`src/rtl/datmem_arbiter.sv`:
```
// datmem_arbiter: shares a byte-wide big-endian data memory between a CPU
// word port and a debug/loader word port. Each granted word access becomes
// four byte beats on one synchronous 1R/W memory port.
//
// Optional build macro: DATMEM_ARB_CPU_PRIO_EN
//   defined   -> CPU wins every simultaneous request (no round-robin pointer)
//   undefined -> round-robin between the two ports
//
// Ports:
//   clk, rst                       clock, synchronous active-high reset
//   cpu_req/we/addr/wdata          CPU word request (held until cpu_ack)
//   cpu_ack, cpu_rdata             CPU completion pulse and read word
//   dbg_req/we/addr/wdata          debug word request (held until dbg_ack)
//   dbg_ack, dbg_rdata             debug completion pulse and read word
//   mem_en/we/addr/wdata           byte memory strobe, write enable, address, data
//   mem_rdata                      byte read data, valid the cycle after a read strobe
//   busy                           high whenever a transaction is in progress
module datmem_arbiter #(
    parameter int unsigned ADDR_W = 6
) (
    input  logic              clk,
    input  logic              rst,
    input  logic              cpu_req,
    input  logic              cpu_we,
    input  logic [ADDR_W-1:0] cpu_addr,
    input  logic [31:0]       cpu_wdata,
    output logic              cpu_ack,
    output logic [31:0]       cpu_rdata,
    input  logic              dbg_req,
    input  logic              dbg_we,
    input  logic [ADDR_W-1:0] dbg_addr,
    input  logic [31:0]       dbg_wdata,
    output logic              dbg_ack,
    output logic [31:0]       dbg_rdata,
    output logic              mem_en,
    output logic              mem_we,
    output logic [ADDR_W-1:0] mem_addr,
    output logic [7:0]        mem_wdata,
    input  logic [7:0]        mem_rdata,
    output logic              busy
);

    typedef enum logic [1:0] {S_IDLE, S_BEAT, S_DRAIN, S_ACK} state_e;

    state_e              state_q, state_d;
    logic [1:0]          k_q, k_d;
    logic                own_q, own_d;       // 0 = CPU owns, 1 = debug owns
    logic                we_q, we_d;
    logic [23:0]         wsh_q, wsh_d;       // remaining write bytes, MSB first
    logic [23:0]         shift_q, shift_d;   // read bytes gathered so far
    logic                cap_q, cap_d;       // previous cycle was a read strobe
    logic                cpu_ack_q, cpu_ack_d;
    logic                dbg_ack_q, dbg_ack_d;
    logic [31:0]         cpu_rdata_q, cpu_rdata_d;
    logic [31:0]         dbg_rdata_q, dbg_rdata_d;
    logic                mem_en_q, mem_en_d;
    logic                mem_we_q, mem_we_d;
    logic [ADDR_W-1:0]   mem_addr_q, mem_addr_d;
    logic [7:0]          mem_wdata_q, mem_wdata_d;
    logic                busy_q, busy_d;

    logic                gnt_dbg;
    logic                gnt_we;
    logic [ADDR_W-1:0]   gnt_addr;
    logic [31:0]         gnt_wdata;

`ifndef DATMEM_ARB_CPU_PRIO_EN
    logic                pref_q, pref_d;     // 1 = debug wins the next tie
`endif

    // Grant selection for a request seen in IDLE
    always_comb begin
`ifdef DATMEM_ARB_CPU_PRIO_EN
        gnt_dbg   = dbg_req & ~cpu_req;
`else
        gnt_dbg   = dbg_req & (~cpu_req | pref_q);
`endif
        gnt_we    = gnt_dbg ? dbg_we    : cpu_we;
        gnt_addr  = gnt_dbg ? dbg_addr  : cpu_addr;
        gnt_wdata = gnt_dbg ? dbg_wdata : cpu_wdata;
    end

    // Next-state and registered-output logic
    always_comb begin
        state_d     = state_q;
        k_d         = k_q;
        own_d       = own_q;
        we_d        = we_q;
        wsh_d       = wsh_q;
        cap_d       = mem_en_q & ~mem_we_q;
        shift_d     = cap_q ? {shift_q[15:0], mem_rdata} : shift_q;
        cpu_ack_d   = 1'b0;
        dbg_ack_d   = 1'b0;
        cpu_rdata_d = cpu_rdata_q;
        dbg_rdata_d = dbg_rdata_q;
        mem_en_d    = 1'b0;
        mem_we_d    = 1'b0;
        mem_addr_d  = '0;
        mem_wdata_d = 8'h00;
`ifndef DATMEM_ARB_CPU_PRIO_EN
        pref_d      = pref_q;
`endif

        unique case (state_q)
            S_IDLE: begin
                if (cpu_req | dbg_req) begin
                    state_d     = S_BEAT;
                    k_d         = 2'd0;
                    own_d       = gnt_dbg;
                    we_d        = gnt_we;
                    wsh_d       = gnt_wdata[23:0];
                    mem_en_d    = 1'b1;
                    mem_we_d    = gnt_we;
                    mem_addr_d  = gnt_addr;
                    mem_wdata_d = gnt_wdata[31:24];
`ifndef DATMEM_ARB_CPU_PRIO_EN
                    pref_d      = ~gnt_dbg;
`endif
                end
            end
            S_BEAT: begin
                if (k_q == 2'd3) begin
                    if (we_q) begin
                        state_d   = S_ACK;
                        cpu_ack_d = ~own_q;
                        dbg_ack_d = own_q;
                    end else begin
                        state_d   = S_DRAIN;
                    end
                end else begin
                    // Address increments in ADDR_W bits, so it wraps naturally
                    k_d         = k_q + 2'd1;
                    mem_en_d    = 1'b1;
                    mem_we_d    = we_q;
                    mem_addr_d  = mem_addr_q + ADDR_W'(1);
                    mem_wdata_d = wsh_q[23:16];
                    wsh_d       = {wsh_q[15:0], 8'h00};
                end
            end
            S_DRAIN: begin
                // Last byte arrives this cycle; complete the word directly
                state_d   = S_ACK;
                cpu_ack_d = ~own_q;
                dbg_ack_d = own_q;
                if (own_q) begin
                    dbg_rdata_d = {shift_q, mem_rdata};
                end else begin
                    cpu_rdata_d = {shift_q, mem_rdata};
                end
            end
            S_ACK: begin
                state_d = S_IDLE;
            end
            default: begin
                state_d = S_IDLE;
            end
        endcase

        busy_d = (state_d != S_IDLE);
    end

    // State and output registers
    always_ff @(posedge clk) begin
        if (rst) begin
            state_q     <= S_IDLE;
            k_q         <= 2'd0;
            own_q       <= 1'b0;
            we_q        <= 1'b0;
            wsh_q       <= '0;
            shift_q     <= '0;
            cap_q       <= 1'b0;
            cpu_ack_q   <= 1'b0;
            dbg_ack_q   <= 1'b0;
            cpu_rdata_q <= '0;
            dbg_rdata_q <= '0;
            mem_en_q    <= 1'b0;
            mem_we_q    <= 1'b0;
            mem_addr_q  <= '0;
            mem_wdata_q <= 8'h00;
            busy_q      <= 1'b0;
`ifndef DATMEM_ARB_CPU_PRIO_EN
            pref_q      <= 1'b0;
`endif
        end else begin
            state_q     <= state_d;
            k_q         <= k_d;
            own_q       <= own_d;
            we_q        <= we_d;
            wsh_q       <= wsh_d;
            shift_q     <= shift_d;
            cap_q       <= cap_d;
            cpu_ack_q   <= cpu_ack_d;
            dbg_ack_q   <= dbg_ack_d;
            cpu_rdata_q <= cpu_rdata_d;
            dbg_rdata_q <= dbg_rdata_d;
            mem_en_q    <= mem_en_d;
            mem_we_q    <= mem_we_d;
            mem_addr_q  <= mem_addr_d;
            mem_wdata_q <= mem_wdata_d;
            busy_q      <= busy_d;
`ifndef DATMEM_ARB_CPU_PRIO_EN
            pref_q      <= pref_d;
`endif
        end
    end

    assign cpu_ack   = cpu_ack_q;
    assign dbg_ack   = dbg_ack_q;
    assign cpu_rdata = cpu_rdata_q;
    assign dbg_rdata = dbg_rdata_q;
    assign mem_en    = mem_en_q;
    assign mem_we    = mem_we_q;
    assign mem_addr  = mem_addr_q;
    assign mem_wdata = mem_wdata_q;
    assign busy      = busy_q;

endmodule

```
`config.mk`:
```
export PLATFORM = sky130hd
export DESIGN_NAME = datmem_arbiter
export DESIGN_NICKNAME = d
export VERILOG_FILES = /design/src/rtl/datmem_arbiter.sv
export SDC_FILE = /design/constraint.sdc
export NUM_CORES = 1
export LEC_CHECK = 0
export ABC_AREA = 1
export BUFFER_PORTS_ARGS = -buffer_cell sky130_fd_sc_hd__buf_2
export CORE_ASPECT_RATIO = 0.9
export CORE_MARGIN = 4
export CORE_UTILIZATION = 25
export CTS_CLUSTER_DIAMETER = 100
export DETAILED_ROUTE_END_ITERATION = 10
export PLACE_DENSITY = 0.43
export RECOVER_POWER = 100
export SLEW_MARGIN = 20
export SYNTH_ARGS = -nofsm -noshare
export SYNTH_HDL_FRONTEND = slang
export SYNTH_SLANG_ARGS = --single-unit
```
`constraint.sdc`:
```
create_clock -name clk -period 1.6 [get_ports clk]
set_input_delay 0.24 -clock clk [delete_from_list [all_inputs] [get_ports clk]]
set_output_delay 0.24 -clock clk [all_outputs]
set_load 0.02 [all_outputs]
```
* After elaboration in Yosys (flattened, before gate mapping)
Index checks and enable logic that the tools add are counted.
** Word-level totals
- Output and inout bits :: 83
- Flip-flop bits (word level) :: 139
- Bits of input ports :: 90
** Cells by class
- Mux-type cells :: 31
- $add $sub $neg :: 2
- Reduce and logical (&&, ||, !) cells :: 7
- Eq/ne operators :: 6
- Bitwise gates (word level) :: 8
** Operators by type and width (number)
- 2-to-1 mux 24 bit :: 2
- case mux 24 bit (2 select lines) :: 1
- 2-to-1 mux 32 bit :: 1
- 2-to-1 mux 6 bit :: 3
- 2-to-1 mux 8 bit :: 2
- case mux 8 bit (2 select lines) :: 1
- case mux 6 bit (2 select lines) :: 1
- 2-to-1 mux 1 bit :: 10
- 2-to-1 mux 2 bit :: 4
- case mux 1 bit (2 select lines) :: 4
- case mux 2 bit (4 select lines) :: 1
- adder 6 x 1 -> 6 bit, second input constant :: 1
- equality test 2 bit, second input constant :: 3
- AND reduction 2 bit :: 3
- != test 2 bit, second input constant :: 2
- inverter 1 bit :: 4
- case mux 2 bit (2 select lines) :: 1
- nonzero test 2 bit :: 2
- AND reduction 3 bit :: 1
- adder 2 x 1 -> 2 bit, second input constant :: 1
- AND 1 bit :: 2
- equality test 2 x 1 -> 1 bit, second input constant :: 1
- zero test 2 bit :: 1
- bitwise OR 1 bit :: 2

* Depth between registers and ports, before layout
- Word-level depth :: 6
- Depth in mapped cells :: 10
- Depth with buffers taken out :: 9

* Least setup slack after synthesis
Ideal clock, no wire load.
- Path type :: register -> register
- Start :: reg state_q[1]
- End :: reg wsh_q[8]
- Stages on the path, launching flop included :: 10
- Slack :: 0.215 ns
- Library setup time :: 0.132 ns
- Period minus slack after synthesis :: 1.385 ns
- Data arrival time :: 1.253 ns
- Path through :: dfxtp_1 -> inv_1 -> ha_1 -> nand2_1 -> o21ai_2 -> nand2_1 -> buf_2 -> nand2_1 -> nand2_1 -> a21oi_1
** On the way
- Longest elaborated chain between the ends :: 3
- Elaborated cells between the ends (all ways) :: 7
** Ends and longest elaborated chain
- start, declared :: RTL line 45 : state_e state_q, state_d;
- start signal, assigned :: RTL line 185 : state_q <= state_d;
- equality test 2 x 1 -> 1 bit / zero test 2 bit (equally long branches) :: RTL line 104 : unique case (state_q)
- != test 2 bit (no line) / nonzero test 2 bit (equally long branches)
- AND reduction 3 bit (no line)
- end signal, assigned :: RTL line 189 : wsh_q <= wsh_d;
- end, declared :: RTL line 49 : logic [23:0] wsh_q, wsh_d;
Several ways; a longest one is shown, not always the timed one.
A chain may end at the register's enable or synchronous reset.

* Worst setup path in the final report
- Start :: reg state_q[1]
- End :: reg wsh_q[20]
The elaborated chain is that of the path after synthesis.

==> results by group <==
Critical path
  – CP bufs+invs: 3
  – Reg2reg setup slack: 130 ps
  – CP Launch Type: register
  – CP endpoint kind: register
  – CP top delay family: buffers and inverters
  – Slowest stage cell, crit path: dfxtp_1
  – Largest stage delay, worst path: 330 ps
  – Critical-path maximum fanout: 21
  – Worst path required time: 1950 ps
  – CP Data Arrival Time: 1820 ps
  – CP cell instances: inv_2 > ha_2 > inv_2 > o21ai_4 > nand2_2 > buf_12 > nand2_1 > nand2_1 > a21oi_1
  – Crit Path Class: register to register

Flow run
  – Max-Cap Viols: 0

Clock tree
  – Cts hold-fix bufs: 0
  – H-Tree Depth: 4
  – Clk Latency, worst-skew pair: 420 ps
  – Post-CTS resize count: 0
  – Clock transition at the registers of the reported paths: 60 ps
  – TritonCTS clock tree: yes
  – Post-CTS setup buffer count: 0
  – TritonCTS buffer count: 17
  – Root buffer cell: clkbuf_16
  – Clock Tree Buf Depth: 2
  – Clk sink count: 139

Timing
  – Worst hold slack: 86.8 ps
  – Worst Tran Pin Value: 874 ps
  – Final Hold Viols: 0
  – RSZ-0062 raised after global routing: no
  – Max Fclk: 0.681 GHz
  – Clock skew: 8.78 ps
  – Minimum clock period: 1470 ps
  – Slew HR: 41.7%
  – Final period utilization: 91.8%
  – Slew Limit Fails: 0
  – Setup Viol. Count Final: 0
  – Sum Neg Setup Slack: 0 ps

Floorplan
  – Row count: 52
  – Die area: 26,100 um2
  – Area of the core: 22,800 um2
  – Initial core utilization: 25.8%
  – Die span in y: 154 um
  – IO Pins: 173
  – Chip width: 170 um

GRT
  – Total grt overflow: 0
  – First-pass GRT wire length: 29.7 mm
  – Initial antenna violation count: 0
  – Largest net degree at the start of global routing: 60
  – Vias in the first global route: 5,642
  – Gr usage total: 14.1%

Yosys
  – Mapped Nets: 970
  – Cell variety after synth: 21
  – Synth Cell Area: 5880 um2
  – Seq/Total Area, Yosys: 47.3%
  – Yosys warns: 0
  – Mean Syn Cell Area: 6.72 um2
  – Yosys reg bits: 139
  – Cell count after synthesis: 875

Route
  – WL final: 18.3 mm
  – WL/cell: 13.6 um
  – Via count: 5,701
  – Drt first pass iters: 4
  – Drt drc: 0
  – DRT antenna net count: 0
  – DR iter-0 viols: 317
  – Vias per inst: 4.22

Finish
  – Fillers: 2,577
  – Nets@finish: 1,135
  – Layout area overhead: 31.0%
  – Antenna cells: 0
  – Design Area, Final: 7710 um2
  – Most frequent cells in the layout: 188 x nor2_1, 169 x nand2_1, 138 x dfxtp_1, 113 x inv_1, 92 x o21ai_0
  – Share of cells above drive strength 1: 14.9%
  – Commonest non-fill, non-tap cell in the layout: nor2_1

Pwr
  – Leakage: 3.74 nW
  – PwrDens: 1170 nW/um2
  – Worst vdd ir: 0.646 mV

Placed design
  – Dpl hpwl: 12.9 mm
  – Area post-placement: 7190 um2
  – GP Congestion: 0.733
  – Port Buffers: 172

Min path
  – Hold Path Class: input pin to register

Status
  – Status: completed
[cells in the mapped netlist]
library cell	n	area, um2
clkbuf_1	30	113
nand2_1	170	638
nor2_1	188	706
nand3b_1	1	7.51
buf_1	1	3.75
buf_2	18	90.1
nor2_2	2	12.5
o21ai_1	1	5.00
o21bai_1	1	7.51
inv_2	4	15.0
nor3_1	3	15.0
o21ai_0	92	460
o211ai_1	1	7.51
dfxtp_1	139	2780
ha_1	5	62.6
a21oi_1	44	220
o21ai_2	1	8.76
clkinv_1	1	3.75
nand3_1	58	290
nand4_1	1	6.26
inv_1	114	428
[final cells by class]
cell class | count | area (um2) | share of cell area, %
Sequential cell | 139 | 2780 | 36.1
Timing Repair Buffer | 195 | 1020 | 13.3
Multi-Input combinational cell | 568 | 2480 | 32.2
Clock buffer | 20 | 457 | 5.92
Inverter | 119 | 449 | 5.83
Clock inverter | 12 | 139 | 1.80
Tap cell | 297 | 372 | 4.82
[power breakdown]
| group | internal [W] | switching (W) | leakage, nW |
|---|---|---|---|
| combinational | 0.000478 | 0.000754 | 2.33 |
| sequential | 0.00367 | 0.000158 | 1.13 |
| clock | 0.00239 | 0.00158 | 0.279 |
| total | 0.00654 | 0.00250 | 3.74 |
[registers in the layout (all words and copies together) (netlist names)]
register / count
we_q: 1
pref_q: 1
cap_q: 1
wsh_q: 24
mem_addr: 6
mem_we: 1
cpu_rdata: 32
busy: 1
dbg_rdata: 32
mem_en: 1
own_q: 1
k_q: 2
shift_q: 24
mem_wdata: 8
dbg_ack: 1
cpu_ack: 1
state_q: 2
[logic make-up (layout without fill, tap and decap cells)]
family / Yosys count / in the layout / synth area share [%]
DFF: 139 / 139 / 47.3
AOI/OAI and AO/OA: 140 / 140 / 12.1
adders and majority gates: 5 / 5 / 1.06
buffers and inverters: 168 / 346 / 11.1
and+or+nand+nor: 423 / 423 / 28.5
[final timing paths]
kind             endpoint         start  depth (start not counted)
min reg2reg         cap_q        mem_we                          1
max             wsh_q[20]    state_q[1]                          9
max reg2reg     wsh_q[20]    state_q[1]                          9
min          cpu_rdata[1]  mem_rdata[1]                          3
[per-stage QoR]
stage / total power, W / utilization (%) / setup WS (ps) / instances
2_1_floorplan: 0.00463 / - / 215 / 875
3_3_place_gp: 0.00514 / 31.5 / 67.4 / 1318
3_5_place_dp: 0.00514 / 31.5 / 67.9 / 1318
4_1_cts: 0.00916 / 34.1 / 32.5 / 1350
5_1_grt: 0.00950 / 33.8 / 18.2 / 1350
6_report: 0.00903 / 33.8 / 132 / 1350
[routing by layer]
metal  track usage (%)  vias up  wire, um
met5                 0        -         0
met3              3.52       13       894
met1              18.7     2548      8900
li1                  -     3025         -
met4              4.45        0       179
met2              22.7      115      8360
[worst register-to-register path: cells and delay by family, from the launching register on]
kind                     cells  cell delay [ps]
adder cells (fa/ha/maj)      1              200
buffers and inverters        3              340
AND/OR/NAND/NOR              3              220
AO/OA/AOI/OAI                2              310
flip-flops                   1              330
Power figures use the tool's default switching activity.
